[config.mk]
export PLATFORM = sky130hd
export DESIGN_NAME = load_store_unit
export DESIGN_NICKNAME = d
export VERILOG_FILES = /design/src/rtl/lsu_pkg.sv /design/src/rtl/lsu_load_align.sv /design/src/rtl/load_store_unit.sv
export SDC_FILE = /design/constraint.sdc
export NUM_CORES = 1
export LEC_CHECK = 0
export ABC_CLOCK_PERIOD_IN_PS = 2800
export CORE_ASPECT_RATIO = 0.6
export CORE_MARGIN = 1.5
export CORE_UTILIZATION = 40
export CTS_CLUSTER_SIZE = 24
export DETAILED_ROUTE_END_ITERATION = 10
export PLACE_DENSITY = 0.83
export REMOVE_ABC_BUFFERS = 1
export SYNTH_ARGS = -nofsm -noshare
export SYNTH_HDL_FRONTEND = slang
export SYNTH_SLANG_ARGS = --single-unit
[constraint.sdc]
create_clock -name Clk -period 2.8 [get_ports Clk]
set_clock_uncertainty 0.2 [all_clocks]
set_input_delay 0.84 -clock Clk [delete_from_list [all_inputs] [get_ports Clk]]
set_output_delay 0.84 -clock Clk [all_outputs]
set_load 0.01 [all_outputs]
[src/rtl/lsu_pkg.sv]
// Shared definitions for the RV32I load/store unit: funct3 codes, FSM states
// and the byte-lane helpers used by both the control path and the load aligner.
package lsu_pkg;

   localparam logic [2:0] F3_B  = 3'b000;
   localparam logic [2:0] F3_H  = 3'b001;
   localparam logic [2:0] F3_W  = 3'b010;
   localparam logic [2:0] F3_BU = 3'b100;
   localparam logic [2:0] F3_HU = 3'b101;

   typedef enum logic [1:0] {
      IDLE   = 2'd0,
      ACCESS = 2'd1,
      RESP   = 2'd2
   } lsu_state_t;

   function automatic logic [3:0] lsu_byte_en(input logic [2:0] funct3, input logic [1:0] a);
      logic [3:0] be;
      case (funct3)
         F3_B, F3_BU: be = 4'b0001 << a;
         F3_H, F3_HU: be = 4'b0011 << {a[1], 1'b0};
         F3_W:        be = 4'b1111;
         default:     be = 4'b0000;
      endcase
      return be;
   endfunction

   // Unsigned loads have no store counterpart, so BU/HU are legal only for loads.
   function automatic logic lsu_is_legal(input logic [2:0] funct3, input logic we);
      logic ok;
      case (funct3)
         F3_B, F3_H, F3_W: ok = 1'b1;
         F3_BU, F3_HU:     ok = !we;
         default:          ok = 1'b0;
      endcase
      return ok;
   endfunction

   function automatic logic lsu_misaligned(input logic [2:0] funct3, input logic [1:0] a);
      logic mis;
      case (funct3)
         F3_H, F3_HU: mis = a[0];
         F3_W:        mis = (a != 2'b00);
         default:     mis = 1'b0;
      endcase
      return mis;
   endfunction

   // Rounds the byte offset down to the natural boundary of the access size.
   function automatic logic [1:0] lsu_align_off(input logic [2:0] funct3, input logic [1:0] a);
      logic [1:0] off;
      case (funct3)
         F3_H, F3_HU: off = {a[1], 1'b0};
         F3_W:        off = 2'b00;
         default:     off = a;
      endcase
      return off;
   endfunction

endpackage

[src/rtl/lsu_load_align.sv]
// Combinational load aligner: picks the byte/half lane out of the memory word
// and sign- or zero-extends it according to funct3.
module lsu_load_align
   import lsu_pkg::*;
(
   input  logic [31:0] i_rdata,
   input  logic [2:0]  i_funct3,
   input  logic [1:0]  i_off,
   output logic [31:0] o_data
);

   logic [7:0]  w_byte;
   logic [15:0] w_half;

   assign w_byte = i_rdata[{i_off, 3'b000} +: 8];
   assign w_half = i_off[1] ? i_rdata[31:16] : i_rdata[15:0];

   // NOTE: o_data gets a default before the case so no path leaves it unassigned (no latch).
   always_comb begin
      o_data = '0;
      case (i_funct3)
         F3_B:    o_data = {{24{w_byte[7]}}, w_byte};
         F3_BU:   o_data = {24'd0, w_byte};
         F3_H:    o_data = {{16{w_half[15]}}, w_half};
         F3_HU:   o_data = {16'd0, w_half};
         F3_W:    o_data = i_rdata;
         default: o_data = '0;
      endcase
   end

endmodule

[src/rtl/load_store_unit.sv]
// RV32I load/store unit: IDLE->ACCESS->RESP handshake to a word-wide data memory.
// Define LSU_MISALIGN_TRAP_EN to reject misaligned H/W accesses instead of forcing alignment.
module load_store_unit
   import lsu_pkg::*;
#(
   parameter int DWIDTH   = 32,
   parameter int AWIDTH   = 32,
   parameter int MAX_WAIT = 15
) (
   input  logic              Clk,
   input  logic              Rst_N,
   input  logic              LSU_Req,
   input  logic              LSU_We,
   input  logic [2:0]        LSU_Funct3,
   input  logic [AWIDTH-1:0] LSU_Addr,
   input  logic [DWIDTH-1:0] LSU_Wdata,
   output logic [DWIDTH-1:0] LSU_Rdata,
   output logic              LSU_Done,
   output logic              LSU_Err,
   output logic              LSU_Busy,
   output logic              Mem_Req,
   output logic              Mem_We,
   output logic [AWIDTH-1:0] Mem_Addr,
   output logic [3:0]        Mem_Be,
   output logic [DWIDTH-1:0] Mem_Wdata,
   input  logic              Mem_Ack,
   input  logic [DWIDTH-1:0] Mem_Rdata
);

   localparam int WCW = $clog2(MAX_WAIT + 1);

   lsu_state_t        r_state;
   lsu_state_t        w_next;
   logic              r_we;
   logic [2:0]        r_f3;
   logic [AWIDTH-3:0] r_waddr;
   logic [1:0]        r_off;
   logic [DWIDTH-1:0] r_wdata;
   logic [WCW-1:0]    r_wait;
   logic [DWIDTH-1:0] r_rdata;
   logic              r_err;

   logic              w_reject;
   logic [1:0]        w_off_in;
   logic              w_timeout;
   logic              w_access;
   logic [DWIDTH-1:0] w_load_data;
   logic [DWIDTH-1:0] w_store_lanes;

`ifdef LSU_MISALIGN_TRAP_EN
   assign w_reject = !lsu_is_legal(LSU_Funct3, LSU_We) || lsu_misaligned(LSU_Funct3, LSU_Addr[1:0]);
`else
   assign w_reject = !lsu_is_legal(LSU_Funct3, LSU_We);
`endif
   assign w_off_in  = lsu_align_off(LSU_Funct3, LSU_Addr[1:0]);
   assign w_timeout = (r_wait == WCW'(MAX_WAIT - 1));
   assign w_access  = (r_state == ACCESS);

   always_comb begin
      w_next = r_state;
      case (r_state)
         IDLE:    if (LSU_Req) w_next = w_reject ? RESP : ACCESS;
         ACCESS:  if (Mem_Ack || w_timeout) w_next = RESP;
         RESP:    w_next = IDLE;
         default: w_next = IDLE;
      endcase
   end

   // NOTE: state and capture registers use non-blocking assignments so every flop samples pre-edge values.
   // Capture registers are reset too: they drive outputs that must read 0 straight out of reset.
   always_ff @(posedge Clk or negedge Rst_N) begin
      if (!Rst_N) begin
         r_state <= IDLE;
         r_we    <= 1'b0;
         r_f3    <= '0;
         r_waddr <= '0;
         r_off   <= '0;
         r_wdata <= '0;
         r_wait  <= '0;
         r_rdata <= '0;
         r_err   <= 1'b0;
      end else begin
         r_state <= w_next;
         case (r_state)
            IDLE: begin
               if (LSU_Req) begin
                  r_we    <= LSU_We;
                  r_f3    <= LSU_Funct3;
                  r_waddr <= LSU_Addr[AWIDTH-1:2];
                  r_off   <= w_off_in;
                  r_wdata <= LSU_Wdata;
                  r_wait  <= '0;
                  r_err   <= w_reject;
                  if (w_reject) r_rdata <= '0;
               end
            end
            ACCESS: begin
               if (Mem_Ack) begin
                  r_err <= 1'b0;
                  if (!r_we) r_rdata <= w_load_data;
               end else if (w_timeout) begin
                  r_err   <= 1'b1;
                  r_rdata <= '0;
               end else begin
                  r_wait <= r_wait + 1'b1;
               end
            end
            default: ;
         endcase
      end
   end

   lsu_load_align u_load_align (
      .i_rdata  (Mem_Rdata),
      .i_funct3 (r_f3),
      .i_off    (r_off),
      .o_data   (w_load_data)
   );

   always_comb begin
      w_store_lanes = r_wdata;
      case (r_f3)
         F3_B:    w_store_lanes = {4{r_wdata[7:0]}};
         F3_H:    w_store_lanes = {2{r_wdata[15:0]}};
         default: w_store_lanes = r_wdata;
      endcase
   end

   // Memory port is driven only while in ACCESS so it idles at zero.
   assign Mem_Req   = w_access;
   assign Mem_We    = w_access & r_we;
   assign Mem_Addr  = w_access ? {r_waddr, 2'b00} : '0;
   assign Mem_Be    = w_access ? lsu_byte_en(r_f3, r_off) : 4'b0000;
   assign Mem_Wdata = w_access ? w_store_lanes : '0;

   assign LSU_Done  = (r_state == RESP);
   assign LSU_Err   = LSU_Done & r_err;
   assign LSU_Busy  = (r_state != IDLE);
   assign LSU_Rdata = r_rdata;

endmodule

# Yosys cells after proc, flatten, opt, wreduce, memory -nomap -nowiden

Cells that the tools add are included.

Flip-flop bits (word level): 107

Add/subtract/negate cells: 1
Equality and inequality tests: 18
Shift-type cells: 3
Muxes and demuxes: 27
Bitwise operators: 2
Reductions and logical operators: 18

Operator list:

| kind                                                 | count |
|---|---|
| two-way mux 32 bit                                   | 7 |
| case mux 32 bit (5 select lines)                     | 1 |
| case mux 32 bit (2 select lines)                     | 2 |
| indexed part select 32 x 6 -> 8 bit                  | 1 |
| two-way mux 16 bit                                   | 1 |
| two-way mux 4 bit                                    | 4 |
| equality test 3 bit (second input constant)          | 4 |
| case mux 4 bit (3 select lines)                      | 1 |
| inequality test 2 bit (second input constant)        | 4 |
| case mux 2 bit (2 select lines)                      | 2 |
| case mux 4 bit (2 select lines)                      | 1 |
| OR reduction 2 bit                                   | 4 |
| equality test 3 x 1 -> 1 bit (second input constant) | 2 |
| equality test 3 x 2 -> 1 bit (second input constant) | 2 |
| logical NOT 3 bit                                    | 2 |
| two-way mux 2 bit                                    | 3 |
| inequality test 3 bit (second input constant)        | 2 |
| AND reduction 5 bit                                  | 1 |
| adder 4 x 1 -> 4 bit (second input constant)         | 1 |
| equality test 4 bit (second input constant)          | 1 |
| case mux 1 bit (2 select lines)                      | 2 |
| AND reduction 2 bit                                  | 2 |
| AND reduction 4 bit                                  | 1 |
| nonzero test 2 bit                                   | 2 |
| other kinds (12)                                     | 16 |

# Longest topological paths before layout

Depth after elaboration: 6
Depth in mapped cells: 7
Depth with buffers taken out: 6

# By module

A second synthesis with hierarchy kept.

Cells, all modules: 686
Area, all modules: 6142.1 um^2

By module, submodules not included:

| module          | instances | cells an instance | area each (um^2) | seq. area each (um^2) |
|---|---|---|---|---|
| load_store_unit | 1         | 577               | 5330.1           | 2677.6 |
| lsu_load_align  | 1         | 109               | 812.0            | 0.0 |

# Worst setup path before layout

Ideal clock, no wire load.

Kind: register to output
Start: register r_f3[1]
End: output Mem_Wdata[24]
Arrival time: 1410 ps
Data required time: 1760 ps
Path slack: 350 ps
Stages on the path, launching flop included: 6
Path buffers: 2
Cells stage by stage: dfrtp_1 buf_4 nor2_1 clkbuf_1 nor2_1 a211oi_1

Longest elaborated chain between the ends: 3
Elaborated cells on any way between the ends: 4
Classes of those cells: eq/ne: 1; mux: 2; reduce/logical: 1

Ends and longest elaborated chain:

| what                                                                     | RTL line               | source |
|---|---|---|
| start, declared                                                          | load_store_unit.sv:35  | `logic [2:0] r_f3;` |
| start signal, assigned                                                   | load_store_unit.sv:88  | `r_f3 <= LSU_Funct3;` |
| equality test 3 x 1 -> 1 bit / logical NOT 3 bit (equally long branches) | load_store_unit.sv:122 | `case (r_f3)` |
| case mux 32 bit (2 select lines) (*)                                     | load_store_unit.sv:122 |  |
| two-way mux 32 bit (*)                                                   | load_store_unit.sv:134 | `assign Mem_Wdata = w_access ? w_store_lanes : '0;` |
| end, declared                                                            | load_store_unit.sv:25  | `output logic [DWIDTH-1:0] Mem_Wdata,` |

Mark *: on every way between the ends. The rest lies on a longest branch, timed or not.

# Final worst setup path

Start: register r_f3[0]
End: output Mem_Be[0]

Longest elaborated chain between the ends: 4
Elaborated cells on any way between the ends: 9
Classes of those cells: eq/ne: 4; mux: 2; reduce/logical: 3

Ends and longest elaborated chain:

| what                                                       | RTL line               | source |
|---|---|---|
| equality test 3 x 1 -> 1 bit, or another cell as far along | lsu_pkg.sv:19          | `case (funct3)` |
| OR reduction 2 bit                                         | lsu_pkg.sv:19          |  |
| case mux 4 bit (3 select lines) (*)                        | lsu_pkg.sv:19          |  |
| two-way mux 4 bit (*)                                      | load_store_unit.sv:133 | `assign Mem_Be = w_access ? lsu_byte_en(r_f3, r_off) : 4'b0000;` |
| end, declared                                              | load_store_unit.sv:24  | `output logic [3:0] Mem_Be,` |

Marked as above.

==> flow_summary_export.csv <==
group,metric,value,unit
routing,drtIter0Drc,383,
global_routing,grt_overflow_total,0,
place,portBuffers,206,
routing,wl_per_cell,16.7,µm
power,peakVddDrop,0.453,mV
synth,synth.area.top_cells,"dfrtp_1 (49%), nand2_1 (16%), and2_1 (4.8%)",
routing,vias_per_cell,5.15,
worst_setup_path,path_max_fanout,7,
finish,final_area,0.00822,mm²
outcome,status,"finished clean",
finish,final_nets,946,
sta,rsz0062_at_grt,"yes",
global_routing,grt_max_degree,54,
synth,synth_ff_type,"dfrtp_1",
sta,hold_violations,0,
worst_setup_path,crit_path_top_delay_cell,"dfrtp_2",
floorplan,start_util,41.8,%
global_routing,grt_usage,24.1,%
finish,utilization,62.7,%
synth,yosysWarnings,0,
clock_network,hold_buffers,0,
finish,layout-drive-gt1-share,11.5,%
clock_network,cts_tree,"done",
power,p_total,8.63,mW
global_routing,grt_first_pass_wirelength,27000,µm
worst_setup_path,crit_type,"reg -> out",
worst_setup_path,critical_path.startpoint,"r_f3[0]",
clock_network,cts.sinks,107,
clock_network,cts-root-buf,"clkbuf_16",
run,maxCapViolations,0,
floorplan,die_width,154,µm
routing,wl,16900,µm
synth,synth_seq_cells,107,
worst_setup_path,cp.required,1.76,ns
clock_network,cts_buffers,9,
clock_network,path_clk_slew,0.08,ns
clock_network,cts_buffer_depth,2,
worst_hold_path,hp-class,"in -> async",
worst_setup_path,r2r_end,"LSU_Rdata[21]",
sta,worstMarginPinSlew,0.995,ns
finish,antennaDiodeCount,0,
finish,layout_commonest_cell,"nand2_1",
sta,max_freq,0.359,GHz
floorplan,core,0.0131,mm²
worst_setup_path,cpPeakStageDelay,0.49,ns
worst_setup_path,crit_end,"Mem_Be[0]",
synth,synth-seq-area-share,48.9,%
clock_network,worstSkewPairLatency,0.34,ns
clock_network,cts-htree-levels,3,
worst_setup_path,crit_path_end_kind,"output port",
finish,syn_to_final_growth,50.1,%
synth,synth_area,0.00547,mm²
synth,netlist.area_leader.share,48.9,%
synth,syn_area_per_cell,8.70,µm²
routing,drc_errors,0,
global_routing,antenna_found_initial,0,
place,gp_congestion,0.869,
routing,vias,5225,
worst_setup_path,rr_startpoint,"r_f3[0]",
global_routing,grt_pass1_vias,5083,
worst_setup_path,cp-start-kind,"flip-flop",
worst_setup_path,r2r_cells,5,
place,dp_hpwl,12000,µm
synth,synthDistinctLibCells,45,
sta,slew_viol_final,0,
floorplan,num_rows,32,
synth,synth_enable_flop_cells,0,
worst_setup_path,worstPathArrival,1.74,ns
power,power_density,1050,mW/mm²
floorplan,io_pins,209,
routing,dr.pass1.iters,5,
routing,antenna_left,0,
place,placed_area,0.00791,mm²
worst_setup_path,crit_chain,"nor2b_1 > o21bai_2 > and2_1 > dlygate4sd2_1",
finish,final_cell_mix,"nand2_1 (234), clkdlybuf4s50_1 (137), dfrtp_1 (104)",
floorplan,die_h,93.6,µm
worst_setup_path,r2r_setup_slack,0.46,ns
floorplan,fp.dieArea,0.0144,mm²
synth,async_flop_share,100,%
synth,synth_cells,629,
sta,fin_crit_sh,99.4,%
sta,fin_crit,2.78,ns
sta,slew-limit-headroom,32.4,%
sta,setup-violations-final,0,
power,p_leak,3.99,nW
synth,synth_area_leader_cell,"dfrtp_1",
[critical path, delay by kind of cell, from the launching register on]
family	cells	cell delay (ns)
flops	1	0.49
buf+inv	1	0.28
compound gates	1	0.15
simple gates	2	0.49
[worst min path at each step]
| stage | endpoint | depth (start not counted) |
|---|---|---|
| CTS | LSU_Rdata[28] | 1 |
| detailed placement | r_waddr[6] | 2 |
| global placement | r_waddr[28] | 2 |
| floorplan | r_waddr[0] | 2 |
| global route | LSU_Rdata[28] | 1 |
| finish | LSU_Rdata[28] | 1 |
[cell type report]
type                            count  area (µm²)
Clock buffer                       11         243
Clock inverter                      5        46.3
Fill cell                        1135        4880
Inverter                            4        17.5
Multi-Input combinational cell    473        2620
Sequential cell                   107        2680
Tap cell                          170         213
Timing Repair Buffer              245        2400
[where the power goes]
part	switching, mW	internal (mW)	total (mW)
clock	0.589	0.644	1.23
combinational	2.46	2.21	4.68
sequential	0.490	2.22	2.71
[cells in the mapped netlist (3+ instances only)]
cell / count
and2_1: 42
o211ai_1: 8
clkbuf_1: 23
a22oi_1: 16
nor2_1: 22
a21oi_1: 22
nand2b_1: 3
a211oi_1: 8
o2bb2ai_1: 26
buf_1: 5
nor2b_1: 8
nor3b_1: 3
buf_4: 4
buf_6: 4
nand2_1: 235
nand3_1: 5
a22o_1: 9
mux2i_1: 17
o21ai_0: 10
dfrtp_1: 107
buf_2: 11
a221oi_1: 7
nor3_1: 5
inv_1: 4
[registers in the layout, summed over array words and instances (netlist names), 2 cells and up]
register / flops
r_state: 2
r_waddr: 30
r_wait: 4
LSU_Rdata: 32
r_off: 2
r_f3: 3
r_wdata: 32
[metal layers]
metal / track usage [%] / part of all wire (%) / wire [µm]
met1: 34.0 / 47 / 7920
met2: 36.6 / 42 / 7170
met3: 7.18 / 9.5 / 1610
met4: 5.34 / 1.5 / 254
met5: 0 / 0 / 0
[through the flow]
step	hold WS [ns]	worst slack (ns)	setup TNS, ns	instances
6_report	0.115	0.0156	0	1015
5_1_grt	0.0956	-0.0755	-0.376	1015
4_1_cts	0.103	-0.0199	-0.0428	1013
3_5_place_dp	0.254	-0.183	-2.31	989
3_3_place_gp	0.249	0.00225	0	989
2_1_floorplan	0.237	-1.17	-18.87	583
[logic make-up after synthesis]
logic type,synth area share (%)
simple gates,26.9
compound gates,14.8
flops,48.9
buf+inv,4.57
mux,3.98
fa+ha+maj,0.457
xor+xnor,0.320
other cells,0.0685
[repair_timing]
action	CTS	global route
pin swaps	2	0
buffers inserted	7	1
cloned	1	1
endpoints found under the setup margin	68	28
resized for setup	105	34
No activity file was read; power rests on OpenSTA's default activity.
